$ cat src/rtl/sigmoid_out_fifo.sv
// Output FIFO behind the sigmoid pipeline: no input backpressure, sticky overflow on drop.
// Optional popped-sample accumulator on o_sum, enabled by defining SIGMOID_FIFO_SUM_EN.
module sigmoid_out_fifo #(
  parameter int unsigned DEPTH = 8,
  parameter int unsigned CW    = 4
) (
  input  logic          clk,
  input  logic          rst_n,
  input  logic [15:0]   i_y,
  input  logic          i_in_valid,
  output logic [15:0]   o_y,
  output logic          o_out_valid,
  input  logic          i_out_ready,
  output logic [CW-1:0] o_count,
  output logic          o_overflow,
  output logic [23:0]   o_sum,
  output logic [50:0]   number
);

  localparam int unsigned AW = (DEPTH > 1) ? $clog2(DEPTH) : 1;
  localparam logic [50:0] NUMBER = 51'd4650;

  logic [15:0]   mem_q [DEPTH];
  logic [AW-1:0] wr_ptr_q, wr_ptr_d;
  logic [AW-1:0] rd_ptr_q, rd_ptr_d;
  logic [CW-1:0] count_q, count_d;
  logic          overflow_q, overflow_d;
  logic          full;
  logic          do_push;
  logic          do_pop;

  assign full        = (count_q == CW'(DEPTH));
  assign o_out_valid = (count_q != '0);
  assign o_y         = o_out_valid ? mem_q[rd_ptr_q] : 16'h0000;
  assign o_count     = count_q;
  assign o_overflow  = overflow_q;
  assign number      = NUMBER;

  // A full FIFO still accepts a push when the head leaves in the same cycle.
  assign do_pop  = o_out_valid && i_out_ready;
  assign do_push = i_in_valid && (!full || do_pop);

  always_comb begin
    wr_ptr_d   = wr_ptr_q;
    rd_ptr_d   = rd_ptr_q;
    count_d    = count_q;
    overflow_d = overflow_q;
    if (do_push) wr_ptr_d = wr_ptr_q + AW'(1);
    if (do_pop)  rd_ptr_d = rd_ptr_q + AW'(1);
    case ({do_push, do_pop})
      2'b10:   count_d = count_q + CW'(1);
      2'b01:   count_d = count_q - CW'(1);
      default: count_d = count_q;
    endcase
    if (i_in_valid && !do_push) overflow_d = 1'b1;
  end

  always_ff @(posedge clk or negedge rst_n) begin
    if (!rst_n) begin
      wr_ptr_q   <= '0;
      rd_ptr_q   <= '0;
      count_q    <= '0;
      overflow_q <= 1'b0;
    end else begin
      wr_ptr_q   <= wr_ptr_d;
      rd_ptr_q   <= rd_ptr_d;
      count_q    <= count_d;
      overflow_q <= overflow_d;
    end
  end

  // Storage is not reset; o_y is gated off whenever the FIFO is empty.
  always_ff @(posedge clk) begin
    if (do_push) mem_q[wr_ptr_q] <= i_y;
  end

`ifdef SIGMOID_FIFO_SUM_EN
  logic [23:0] sum_q, sum_d;

  always_comb begin
    sum_d = sum_q;
    if (do_pop) sum_d = sum_q + 24'(o_y);
  end

  always_ff @(posedge clk or negedge rst_n) begin
    if (!rst_n) sum_q <= '0;
    else        sum_q <= sum_d;
  end

  assign o_sum = sum_q;
`else
  assign o_sum = 24'h000000;
`endif

endmodule

$ cat config.mk
export PLATFORM = sky130hd
export DESIGN_NAME = sigmoid_out_fifo
export DESIGN_NICKNAME = d
export VERILOG_FILES = /design/src/rtl/sigmoid_out_fifo.sv
export SDC_FILE = /design/constraint.sdc
export NUM_CORES = 1
export LEC_CHECK = 0
export CAP_MARGIN = 0
export CORE_MARGIN = 4
export CORE_UTILIZATION = 25
export DETAILED_ROUTE_END_ITERATION = 7
export HOLD_SLACK_MARGIN = 0.12
export PLACE_DENSITY = 0.43
export SYNTH_ARGS = -nofsm -noshare
export SYNTH_HDL_FRONTEND = slang
export SYNTH_SLANG_ARGS = --single-unit
$ cat constraint.sdc
create_clock -name clk -period 4.1 [get_ports clk]
set_input_delay 1.025 -clock clk [delete_from_list [all_inputs] [get_ports clk]]
set_output_delay 1.025 -clock clk [all_outputs]
set_load 0.005 [all_outputs]
* Word-level counts from Yosys, hierarchy flattened
Memories as Yosys holds them, arrays and structs flattened.
Index checks and enable logic that the tools add are counted.
** Cells by class
- $add $sub $neg :: 4
- Equality and inequality tests :: 3
- Mux-type cells :: 4
- Reduce and logical (&&, ||, !) cells :: 8
** Operator list (number)
- $mux W16 :: 1
- $pmux W4 S2 :: 1
- $add A3 B1 Y3 const B :: 2
- $add A4 B1 Y4 const B :: 1
- $eq A4 B4 Y1 const B :: 1
- $reduce_bool A4 Y1 :: 1
- $sub A4 B1 Y4 const B :: 1
- $logic_and A1 B1 Y1 :: 3
- $eq A2 B1 Y1 const B :: 1
- $eq A2 B2 Y1 const B :: 1
- $logic_not A1 Y1 :: 2
- $mux W1 :: 2
- $reduce_bool A2 Y1 :: 1
- $logic_or A1 B1 Y1 :: 1
** Storage, ports and cells
- Flip-flop bits (word level) :: 11
- RAM bits :: 128
- Logic and storage cells :: 24
- Memories :: 1
** Memory list
- mem_q :: depth 8, bits a word 16, rd ports 1, clocked after Yosys merged registers in 0, wr ports 1, line 23 : logic [15:0] mem_q [DEPTH];

* Logic depth before layout (Yosys ltp)
- Depth in word-level cells :: 6
- Mapped depth :: 11

* Least setup slack after synthesis
OpenSTA, ideal clock, no wires.
- Path type :: input to register
- Start point :: input port i_in_valid
- End point :: memory mem_q[0][0] (enable)
- Data arrival time :: 2.623 ns
- Required time :: 3.691 ns
- Setup slack :: 1.067 ns
- Stages :: 4
- Buffers on the path :: 1
- Path through :: buf_2 -> o31a_4 -> nand2b_1 -> nor3_1
** On the way
- Word-level cells in the longest chain between the ends :: 3
** RTL lines
- start, declared :: line 10 : input logic i_in_valid,
- $logic_and A1 B1 Y1 :: line 41 : assign do_push = i_in_valid && (!full || do_pop);
- $mux W1 :: line 74 : if (do_push) mem_q[wr_ptr_q] <= i_y;
- $mux W1 (not written as such) :: line 74
- end, declared :: line 23
No other way between the ends.

* Worst setup path in the final report
- Start point :: register rd_ptr_q[1]
- End point :: output port o_y[4]
** On the way
- Word-level cells in the longest chain between the ends :: 2
** RTL lines
- start, declared :: line 25 : logic [AW-1:0] rd_ptr_q, rd_ptr_d;
- start signal, assigned :: line 66 : rd_ptr_q <= rd_ptr_d;
- $mem_v2 Z8 W16
- $mux W16 :: line 34 : assign o_y = o_out_valid ? mem_q[rd_ptr_q] : 16'h0000;
- end, declared :: line 11 : output logic [15:0] o_y,
No other way between the ends.

==> results.py <==
metrics = {
    "status": {
        "outcome": "complete, no violations",
    },
    "synthesis": {
        "synth-main-ff-cell": "edfxtp_1",
        "synthCells": 351,
        "synth.top_cells.by_count": "edfxtp_1 (128), buf_4 (77), mux4_2 (32)",
        "synth_top_area_share_pct": 62.8,
        "synth_seq_cells": 139,
        "yosysMostFrequentCell": "edfxtp_1",
        "yosys_warnings": 0,
        "yosysSeqAreaShare_pct": 67.3,
        "postSynthAreaPerCell_sq_um": 17.4,
        "netlist_area_sq_um": 6120,
        "async_reset_ff_share_pct": 7.91,
        "synth_cell_types": 34,
        "synth_edf_count": 128,
        "synth_area_leader_cell": "edfxtp_1",
        "synthTopCellsByArea": "edfxtp_1 (63%), mux4_2 (12%), buf_4 (9.4%)",
    },
    "cells_and_area": {
        "post-route-util_pct": 30.7,
        "antenna-diode-count": 0,
        "nets": 434,
        "fillers": 2317,
        "area_delta_synth_final_pct": 19.2,
        "post_route_cells_drive_above_1_share_pct": 20.0,
    },
    "routing": {
        "first_iter_violations": 142,
        "num_vias": 2916,
        "final_antenna_net_count": 0,
        "avgViaCountPerCell": 3.94,
        "drt_first_pass_iters": 4,
        "drc": 0,
        "wl_per_cell_microns": 17.0,
        "routed_wl_microns": 12600,
    },
    "worst_setup_path": {
        "r2r_cells": 10,
        "cp-startpoint": "rd_ptr_q[1]",
        "endpoint": "o_y[4]",
        "path_cells": "mux4_2 -> mux2i_1 -> nor2_1 -> clkdlybuf4s50_1",
        "slowest_stage": "dfrtp_2",
        "end_kind": "output pin",
        "crit_cells": 4,
        "crit_required_ns": 3.07,
        "crit_path_start_kind": "flop",
        "crit_buf_inv": 1,
        "cp_max_fo": 34,
        "r2r_start": "o_count[2]",
        "slowest_delay_ns": 0.98,
        "crit_type": "reg2out",
        "r2r-end": "o_count[3]",
        "arrival_ns": 2.59,
        "rrSetupSlack_ns": 1.29,
        "cp_top_family": "flip-flops",
    },
    "global_route": {
        "grt_max_degree": 35,
        "track_usage_pct": 9.77,
        "grt.overflow.total": 0,
        "antenna_found_initial": 0,
        "grt_pass1_vias": 3040,
        "grt_pass1_wl_microns": 18900,
    },
    "power_and_ir_drop": {
        "ir_worst_vdd_mv": 0.309,
        "leakagePower_nw": 2.57,
        "pwr_density_cell_nw_per_um2": 707,
    },
    "floorplan": {
        "fp.dieH_microns": 164,
        "die_area_sq_um": 27000,
        "rows": 56,
        "core_area_sq_um": 23800,
        "io_pins": 117,
        "die_w_microns": 164,
        "initial_core_util_pct": 25.8,
    },
    "job": {
        "maxCapViolCount": 0,
    },
    "hold_path": {
        "hp-class": "reg2reg",
        "hold-path-cell-count": 1,
    },
    "clock_tree": {
        "htreeDepth": 4,
        "insertion_delay_ns": 0.41,
        "cts_setup_buffers": 0,
        "tritoncts": "yes",
        "postCtsResizedCells": 0,
        "root_buffer": "clkbuf_16",
        "clock_path_buffers": 2,
        "cts_buffers": 17,
        "cts.clk_slew.worst_paths_ns": 0.05,
        "cts.sink_count": 139,
        "ctsHoldBuffers": 0,
    },
    "timing": {
        "finalSetupViolCount": 0,
        "final_max_slew_viol_count": 0,
        "worst_slew_pin_slew_ns": 0.950,
        "hold_violations": 0,
        "rsz0062_at_grt": "no",
        "maxSlewHeadroom_pct": 36.7,
        "tns_ns": 0,
        "fmax_mhz": 277,
        "period_needed_ns": 3.61,
        "period_share_pct": 88.1,
        "skew_ns": 0.00626,
    },
    "placed_design": {
        "gp_congestion": 0.700,
        "io_buffers": 41,
        "dpl.hpwl_microns": 7910,
    },
}
[worst min path at each step]
| stage | start | end | slack (ns) |
|---|---|---|---|
| floorplan | o_overflow | o_overflow | 0.47 |
| global placement | o_overflow | o_overflow | 0.47 |
| detailed placement | o_overflow | o_overflow | 0.47 |
| CTS | o_overflow | o_overflow | 0.48 |
| global route | o_overflow | o_overflow | 0.50 |
| finish | o_overflow | o_overflow | 0.48 |
[worst reg2reg max path, cell delays in order (launching register included)]
cell	delay [ns]
dfrtp_1	0.42
or3_1	0.51
nor2_4	0.32
inv_2	0.11
nand2_1	0.20
nor2_1	0.10
ha_1	0.34
a21oi_1	0.14
nand2_1	0.12
mux2i_1	0.14
a211o_1	0.29
[per-layer routing]
metal	share of wire, %	up-vias	wire length (microns)	track usage [%]
met4	1.0	0	127	2.91
met1	45	1497	5650	12.6
met5	0	-	0	0
met3	6.5	11	822	3.27
met2	48	121	6000	15.8
li1	-	1287	-	-
[per-stage QoR]
step,instances,setup WS [ns],cell area (sq um),power [mW],hold WS (ns)
2_1_floorplan,424,1.07,6390,2.99,0.466
3_3_place_gp,709,0.831,6710,3.72,0.467
3_5_place_dp,709,0.845,6710,3.74,0.471
4_1_cts,740,0.396,7290,5.28,0.483
5_1_grt,740,0.286,7290,5.49,0.504
6_report,740,0.488,7290,5.15,0.477
[report_power, final]
part	switching [mW]	internal, mW	total (mW)
Clock	0.555	0.951	1.51
Sequential	0.211	1.81	2.02
Combinational	0.720	0.908	1.63
Total	1.49	3.67	5.15
[cell usage in the layout (no fill, tap or decap), types with 2 or more instances in the layout]
master           netlist  routed
bufinv_16              0       3
clkinvlp_4             0       3
mux2i_1               19      19
nand2b_1               3       3
xnor2_1                5       5
clkinv_2               0       2
edfxtp_1             128     128
dfrtp_2                0       2
nand3_1                3       3
mux4_2                32      32
mux2_1                 2       2
conb_1                 2      75
dfrtp_1               11       9
inv_1                  3       3
clkbuf_16              0      17
xor2_1                 2       2
clkdlybuf4s50_1        0      41
buf_12                 0       2
buf_4                 77      12
nor3_2                 0       2
nor2_1                24      24
clkbuf_1               2       3
nor2b_1                2       2
ha_1                   4       4
inv_6                  0       2
nand2_1                6       6
[cell families after synthesis]
group                      share of synthesized area (%)
muxes                                               15.5
other                                              0.123
adders and majority gates                           1.15
buffers and inverters                               10.6
and+or+nand+nor                                     3.33
xor gates and xnor gates                            1.00
AOI/OAI and AO/OA                                  0.961
DFF                                                 67.3
[cell type report]
| class | count | area (sq um) | share of cell area [%] |
|---|---|---|---|
| tap | 319 | 399 | 5.47 |
| inverter | 4 | 15.0 | 0.206 |
| timing repair buffer | 55 | 541 | 7.41 |
| clock inverter | 11 | 144 | 1.97 |
| sequential | 139 | 4120 | 56.5 |
| multi-input combinational | 192 | 1630 | 22.4 |
| clock buffer | 20 | 437 | 5.99 |
[flip-flops by register name, summed over array words and instances (netlist names)]
| name | flops |
|---|---|
| mem_q | 128 |
| o_count | 4 |
| o_overflow | 1 |
| wr_ptr_q | 3 |
| rd_ptr_q | 3 |
Note: power is estimated with default switching activity, not from simulation.
